## config.mk

```make
export PLATFORM = sky130hd
export DESIGN_NAME = fetch_sequencer_flat
export DESIGN_NICKNAME = d
export VERILOG_FILES = /design/src/rtl/fetch_seq_pkg.sv /design/src/rtl/fetch_sequencer_if.sv /design/src/rtl/fetch_timeout_ctr.sv /design/src/rtl/fetch_sequencer.sv /design/src/flat_wrapper.sv
export SDC_FILE = /design/constraint.sdc
export NUM_CORES = 1
export LEC_CHECK = 0
export ABC_AREA = 0
export CORE_ASPECT_RATIO = 0.6
export CORE_MARGIN = 3
export CORE_UTILIZATION = 43
export DETAILED_ROUTE_END_ITERATION = 10
export PLACE_DENSITY = 0.85
export SLEW_MARGIN = 10
export SYNTH_ARGS = -nofsm -noshare
export SYNTH_HDL_FRONTEND = slang
export SYNTH_SLANG_ARGS = --single-unit
```

## constraint.sdc

```tcl
create_clock -name clk -period 4.4 [get_ports clk]
set_input_delay 1.32 -clock clk [delete_from_list [all_inputs] [get_ports clk]]
set_output_delay 1.32 -clock clk [all_outputs]
set_load 0.05 [all_outputs]
```

## src/rtl/fetch_seq_pkg.sv

```systemverilog
// Shared types and constants for the instruction fetch sequencer.
package fetch_seq_pkg;

  localparam int unsigned XLEN_DEFAULT = 32;

  // Bit positions inside fault_code
  localparam int unsigned FAULT_TIMEOUT  = 0;
  localparam int unsigned FAULT_MISALIGN = 1;

  typedef enum logic [2:0] {
    StIdle,
    StFetch,
    StWait,
    StExec,
    StUpdate,
    StFault
  } fseq_state_t;

endpackage

```

## src/rtl/fetch_sequencer_if.sv

```systemverilog
// Bundle of imem, execute and PC-control signals around the fetch sequencer.
interface fetch_sequencer_if
  import fetch_seq_pkg::*;
#(
  parameter int unsigned XLEN = XLEN_DEFAULT
);

  logic [XLEN-1:0] pc_val;
  logic            imem_req;
  logic [XLEN-1:0] imem_addr;
  logic            imem_ack;
  logic [XLEN-1:0] imem_rdata;
  logic [XLEN-1:0] instr;
  logic            instr_valid;
  logic            exec_done;
  logic            stall;
  logic            branch_taken;
  logic [XLEN-1:0] branch_target;
  logic            pc_inc;
  logic            pc_load;
  logic [XLEN-1:0] pc_data;
  logic            pc_disable;
  logic            fault;
  logic [1:0]      fault_code;

  modport master (
    input  pc_val, imem_ack, imem_rdata, exec_done, stall, branch_taken, branch_target,
    output imem_req, imem_addr, instr, instr_valid, pc_inc, pc_load, pc_data, pc_disable,
           fault, fault_code
  );

  modport slave (
    output pc_val, imem_ack, imem_rdata, exec_done, stall, branch_taken, branch_target,
    input  imem_req, imem_addr, instr, instr_valid, pc_inc, pc_load, pc_data, pc_disable,
           fault, fault_code
  );

endinterface

```

## src/rtl/fetch_timeout_ctr.sv

```systemverilog
// Counts imem wait cycles; expired flags the last cycle allowed before a timeout fault.
module fetch_timeout_ctr #(
  parameter int unsigned TIMEOUT = 16
) (
  input  logic clk,
  input  logic clr,
  input  logic start,
  input  logic inc,
  output logic expired
);

  logic [7:0] count_q;

  always_ff @(posedge clk) begin
    if (clr) begin
      count_q <= '0;
    end else if (start) begin
      // The FETCH cycle already consumed one request cycle
      count_q <= 8'd1;
    end else if (inc) begin
      count_q <= count_q + 8'd1;
    end
  end

  assign expired = (count_q == 8'(TIMEOUT - 1));

endmodule

```

## src/rtl/fetch_sequencer.sv

```systemverilog
// Fetch/PC sequencing FSM for the RV32I core with sticky imem-timeout fault.
// Define FETCH_SEQ_MISALIGN_CHK_EN to fault on misaligned taken branch targets.
module fetch_sequencer
  import fetch_seq_pkg::*;
#(
  parameter int unsigned XLEN    = XLEN_DEFAULT,
  parameter int unsigned TIMEOUT = 16
) (
  input logic          clk,
  input logic          clr,
  fetch_sequencer_if.master bus
);

  fseq_state_t     state_q;
  logic            imem_req_q;
  logic [XLEN-1:0] imem_addr_q;
  logic [XLEN-1:0] instr_q;
  logic            instr_valid_q;
  logic            pc_inc_q;
  logic            pc_load_q;
  logic [XLEN-1:0] pc_data_q;
  logic            pc_disable_q;
  logic            fault_q;
  logic [1:0]      fault_code_q;

  logic tmo_start;
  logic tmo_inc;
  logic tmo_expired;
  logic exec_go;

  assign tmo_start = (state_q == StFetch) && !bus.imem_ack;
  assign tmo_inc   = (state_q == StWait) && !bus.imem_ack && !tmo_expired;
  assign exec_go   = bus.exec_done && !bus.stall;

  fetch_timeout_ctr #(
    .TIMEOUT (TIMEOUT)
  ) u_timeout_ctr (
    .clk     (clk),
    .clr     (clr),
    .start   (tmo_start),
    .inc     (tmo_inc),
    .expired (tmo_expired)
  );

  // Outputs are registered alongside the state so each reflects the state being entered.
  always_ff @(posedge clk) begin
    if (clr) begin
      state_q       <= StIdle;
      imem_req_q    <= 1'b0;
      imem_addr_q   <= '0;
      instr_q       <= '0;
      instr_valid_q <= 1'b0;
      pc_inc_q      <= 1'b0;
      pc_load_q     <= 1'b0;
      pc_data_q     <= '0;
      pc_disable_q  <= 1'b1;
      fault_q       <= 1'b0;
      fault_code_q  <= 2'b00;
    end else begin
      pc_inc_q  <= 1'b0;
      pc_load_q <= 1'b0;
      case (state_q)
        StIdle: begin
          if (!bus.stall) begin
            state_q     <= StFetch;
            imem_req_q  <= 1'b1;
            imem_addr_q <= bus.pc_val;
          end
        end
        StFetch, StWait: begin
          if (bus.imem_ack) begin
            state_q       <= StExec;
            instr_q       <= bus.imem_rdata;
            imem_req_q    <= 1'b0;
            instr_valid_q <= 1'b1;
          end else if (state_q == StFetch) begin
            state_q <= StWait;
          end else if (tmo_expired) begin
            state_q                     <= StFault;
            imem_req_q                  <= 1'b0;
            fault_q                     <= 1'b1;
            fault_code_q[FAULT_TIMEOUT] <= 1'b1;
          end
        end
        StExec: begin
          if (exec_go) begin
            instr_valid_q <= 1'b0;
`ifdef FETCH_SEQ_MISALIGN_CHK_EN
            if (bus.branch_taken && (bus.branch_target[1:0] != 2'b00)) begin
              state_q                      <= StFault;
              fault_q                      <= 1'b1;
              fault_code_q[FAULT_MISALIGN] <= 1'b1;
            end else begin
              state_q      <= StUpdate;
              pc_disable_q <= 1'b0;
              pc_load_q    <= bus.branch_taken;
              pc_inc_q     <= !bus.branch_taken;
              if (bus.branch_taken) begin
                pc_data_q <= bus.branch_target;
              end
            end
`else
            state_q      <= StUpdate;
            pc_disable_q <= 1'b0;
            pc_load_q    <= bus.branch_taken;
            pc_inc_q     <= !bus.branch_taken;
            if (bus.branch_taken) begin
              pc_data_q <= bus.branch_target & ~XLEN'(3);
            end
`endif
          end
        end
        StUpdate: begin
          state_q      <= StFetch;
          pc_disable_q <= 1'b1;
          imem_req_q   <= 1'b1;
          imem_addr_q  <= bus.pc_val;
        end
        StFault: begin
          state_q <= StFault;
        end
        default: begin
          state_q <= StIdle;
        end
      endcase
    end
  end

  assign bus.imem_req    = imem_req_q;
  assign bus.imem_addr   = imem_addr_q;
  assign bus.instr       = instr_q;
  assign bus.instr_valid = instr_valid_q;
  assign bus.pc_inc      = pc_inc_q;
  assign bus.pc_load     = pc_load_q;
  assign bus.pc_data     = pc_data_q;
  assign bus.pc_disable  = pc_disable_q;
  assign bus.fault       = fault_q;
  assign bus.fault_code  = fault_code_q;

endmodule

```

## src/flat_wrapper.sv

```systemverilog
// flat-port wrapper written by rule: the top's interface ports become plain ports
module fetch_sequencer_flat import fetch_seq_pkg::*;
#(
  parameter int unsigned XLEN    = XLEN_DEFAULT,
  parameter int unsigned TIMEOUT = 16
)
  (clk, clr, bus_pc_val, bus_imem_ack, bus_imem_rdata, bus_exec_done, bus_stall, bus_branch_taken, bus_branch_target, bus_imem_req, bus_imem_addr, bus_instr, bus_instr_valid, bus_pc_inc, bus_pc_load, bus_pc_data, bus_pc_disable, bus_fault, bus_fault_code);
  fetch_sequencer_if #(.XLEN(XLEN)) bus_i ();
  input logic clk;
  input logic clr;
  input wire logic [$bits(bus_i.pc_val)-1:0] bus_pc_val;
  input wire logic [$bits(bus_i.imem_ack)-1:0] bus_imem_ack;
  input wire logic [$bits(bus_i.imem_rdata)-1:0] bus_imem_rdata;
  input wire logic [$bits(bus_i.exec_done)-1:0] bus_exec_done;
  input wire logic [$bits(bus_i.stall)-1:0] bus_stall;
  input wire logic [$bits(bus_i.branch_taken)-1:0] bus_branch_taken;
  input wire logic [$bits(bus_i.branch_target)-1:0] bus_branch_target;
  output wire logic [$bits(bus_i.imem_req)-1:0] bus_imem_req;
  output wire logic [$bits(bus_i.imem_addr)-1:0] bus_imem_addr;
  output wire logic [$bits(bus_i.instr)-1:0] bus_instr;
  output wire logic [$bits(bus_i.instr_valid)-1:0] bus_instr_valid;
  output wire logic [$bits(bus_i.pc_inc)-1:0] bus_pc_inc;
  output wire logic [$bits(bus_i.pc_load)-1:0] bus_pc_load;
  output wire logic [$bits(bus_i.pc_data)-1:0] bus_pc_data;
  output wire logic [$bits(bus_i.pc_disable)-1:0] bus_pc_disable;
  output wire logic [$bits(bus_i.fault)-1:0] bus_fault;
  output wire logic [$bits(bus_i.fault_code)-1:0] bus_fault_code;
  assign bus_i.pc_val = bus_pc_val;
  assign bus_i.imem_ack = bus_imem_ack;
  assign bus_i.imem_rdata = bus_imem_rdata;
  assign bus_i.exec_done = bus_exec_done;
  assign bus_i.stall = bus_stall;
  assign bus_i.branch_taken = bus_branch_taken;
  assign bus_i.branch_target = bus_branch_target;
  assign bus_imem_req = bus_i.imem_req;
  assign bus_imem_addr = bus_i.imem_addr;
  assign bus_instr = bus_i.instr;
  assign bus_instr_valid = bus_i.instr_valid;
  assign bus_pc_inc = bus_i.pc_inc;
  assign bus_pc_load = bus_i.pc_load;
  assign bus_pc_data = bus_i.pc_data;
  assign bus_pc_disable = bus_i.pc_disable;
  assign bus_fault = bus_i.fault;
  assign bus_fault_code = bus_i.fault_code;
  fetch_sequencer #(.XLEN(XLEN), .TIMEOUT(TIMEOUT)) u_core (.clk(clk), .clr(clr), .bus(bus_i));
endmodule
```

==> impl_metrics.yaml <==
clock_tree:
  clk_pin_slew_ns: 0.07
  cts_setup_buffers: 0
  tritoncts: "done"
  cts-hold-fix-buffers: 0
  clk_latency_ns: 0.34
  htree_levels: 3
  cts.sinks: 111
  cts_buffers: 9
  clockBufferDepth: 2
  clockRootBuffer: "clkbuf_16"
  cts_resized: 0
timing:
  max_slew_margin_pct: 54.3
  setup_tns_ns: 0
  min_period_ns: 2.96
  min_period_over_period_pct: 67.4
  slew_violations: 0
  rsz0062_at_grt: "no"
  worstMarginPinSlew_ns: 0.685
  timing.hold.ws_ns: 0.454
  hold_viol: 0
  setup_violations: 0
  fmax_mhz: 337
  finClkSkew_ns: 0.00424
global_route:
  met2_usage_pct: 39.0
  grt_first_pass_wirelength_um: 19500
  antenna_found_initial: 0
  busiest_layer: "met2"
  grt-ovfl-total: 0
  grt_util_met1_pct: 25.6
  grtUsageMet3_pct: 11.4
  grt_pass1_vias: 4022
  grtUsageTotal_pct: 22.8
  grt_max_degree: 70
synthesis:
  ys_seq_area_share_pct: 54.5
  postSynthCellCount: 509
  async_reset_ff_share_pct: 0
  synth_top_flop_cell: "dfxtp_1"
  yosys.cell_types.count: 38
  syn_area_per_cell_um2: 8.01
  netlist_area_um2: 4080
  synth_edf_count: 0
  synth_seq_cells: 111
  ys_warn_count: 0
route:
  wl_per_cell_um: 14.8
  num_vias: 4048
  wirelength_um: 12200
  drt_iter0_markers: 191
  drc: 0
  drtPass1Iterations: 4
  postRouteAntennaNets: 0
  drt-vias-per-instance: 4.92
power_and_ir_drop:
  p_per_area_nw_per_um2: 461
  p_leak_uw: 0.00228
  power_frac_clock_pct: 27.0
  internal_power_uw: 1900
  finalPower_uw: 2970
  p_sw_uw: 1060
  swShare_pct: 35.9
  combinationalPowerShare_pct: 33.1
  ir_worst_vdd_v: 0.000286
  seq_power_share_pct: 39.9
min_path:
  min_to: "u_core.bus.imem_addr[23]"
  hold_start: "u_core.bus.imem_addr[23]"
  hold_path_depth: 2
  min_path_type: "flop to flop"
layout:
  drive_gt1_share_pct: 4.17
  multi_input_area_um2: 1680
  regArea_um2: 2220
  final_core_util_pct: 72.7
  final_area_um2: 6430
  area.growth.synth_to_final_pct: 57.7
  final_net_count: 794
  diodes: 0
  fillerInstances: 678
job:
  maxCapViolations: 0
floorplan:
  fp.coreArea_um2: 8850
  die_area_um2: 10700
  die_w_um: 132
  fp-row-count: 26
  initial_core_util_pct: 46.1
  die_h_um: 81.4
  pin_count: 206
setup_path:
  rrSetupSlack_ns: 2.30
  worstPathArrival_ns: 3.24
  rr_startpoint: "u_core.state_q[1]"
  end_kind: "flop"
  cp.required_ns: 4.67
  r2r-end: "u_core.bus.instr[7]"
  reg2reg_depth: 5
  cp_max_fo: 9
  worstSetupPathType: "primary input to flop"
  crit_path_start_kind: "primary input"
place:
  port_buffers: 200
  dp_hpwl_um: 8920
  gp_congestion: 0.840
  placed_area_um2: 6140
run_status:
  status: "finished clean"
## cells in the mapped netlist (all sizes together), types with 2 or more instances
master | n | area share, %
and2 | 2 | 0.31
nor2b | 2 | 0.31
o21ai | 4 | 0.77
clkbuf | 32 | 2.9
nand4 | 2 | 0.31
xor2 | 7 | 1.5
nand2 | 195 | 18
nor3b | 2 | 0.49
o211ai | 3 | 0.55
inv | 4 | 0.37
nand3 | 2 | 0.25
or4 | 3 | 0.55
a31oi | 2 | 0.31
and4 | 2 | 0.43
dfxtp | 111 | 55
o31ai | 2 | 0.37
nor2 | 11 | 1.0
o2111ai | 2 | 0.43
a21oi | 101 | 12
buf | 7 | 1.3
## flip-flops by register name, summed over array words and instances (netlist names)
name	cells
u_core.bus.pc_data	30
u_core.bus.imem_addr	32
u_core.bus.instr	32
u_core.bus.pc_inc	1
u_core.bus.imem_req	1
u_core.u_timeout_ctr.count_q	8
u_core.bus.fault_code	1
u_core.bus.pc_disable	1
u_core.state_q	3
u_core.bus.instr_valid	1
u_core.bus.pc_load	1
## final cells by class
class / instances / share of cell area [%]
inverter: 4 / 0.234
multi-input combinational: 357 / 26.2
tap: 126 / 2.45
clock buffer: 11 / 3.62
timing repair buffer: 208 / 32.0
sequential: 111 / 34.6
clock inverter: 5 / 0.915
## per-stage QoR
stage	std cells	setup WS, ns
global placement	806	1.16
finish	822	1.44
detailed placement	806	1.10
global route	822	1.37
CTS	822	1.46
floorplan	511	1.84
## critical path, stage by stage
cell             delay [ns]
clkdlybuf4s50_1        0.54
nor4b_4                0.49
o21ai_4                0.19
or4_1                  0.53
a21oi_1                0.15
## logic make-up after synthesis
family          Yosys count  share of synthesized area (%)
buf+inv                  43                           4.57
flops                   111                           54.5
mux                       1                          0.246
xor+xnor                  7                           1.50
fa+ha+maj                 1                          0.307
other cells               1                         0.0920
compound gates          119                           16.0
simple gates            226                           22.8
## layout by cell type, fill, tap and decap left out, types with 3 or more instances in the layout
| cell type | count |
|---|---|
| buf_4 | 9 |
| inv_1 | 4 |
| conb_1 | 3 |
| nand2_1 | 195 |
| a21oi_1 | 101 |
| o211ai_1 | 3 |
| xor2_1 | 7 |
| nor2_1 | 11 |
| or4_1 | 3 |
| clkbuf_16 | 9 |
| clkdlybuf4s50_1 | 199 |
| dfxtp_1 | 111 |
## power by group through the flow
stage | logic [µW] | clock network [µW] | registers [µW]
2_1_floorplan | 305 | 0 | 1520
3_3_place_gp | 965 | 0 | 1200
3_5_place_dp | 984 | 0 | 1210
4_1_cts | 987 | 818 | 1180
5_1_grt | 1050 | 860 | 1200
6_report | 981 | 800 | 1180
## layer usage
layer	wire (µm)	vias to the layer above
met5	0	-
met4	110	0
met3	1300	8
met2	5720	160
met1	5040	1859
li1	-	2021
## worst max-delay path by stage
stage                       startpoint                              end  slack (ns)
final                     bus_imem_ack  u_core.u_timeout_ctr.count_q[7]        1.44
after global routing      bus_imem_ack  u_core.u_timeout_ctr.count_q[7]        1.37
after CTS                 bus_imem_ack  u_core.u_timeout_ctr.count_q[7]        1.46
after detailed placement  bus_imem_ack  u_core.u_timeout_ctr.count_q[5]        1.10
after global placement    bus_imem_ack  u_core.u_timeout_ctr.count_q[5]        1.16
after floorplan           bus_imem_ack  u_core.u_timeout_ctr.count_q[7]        1.84
Note: power is estimated with default switching activity, not from simulation.
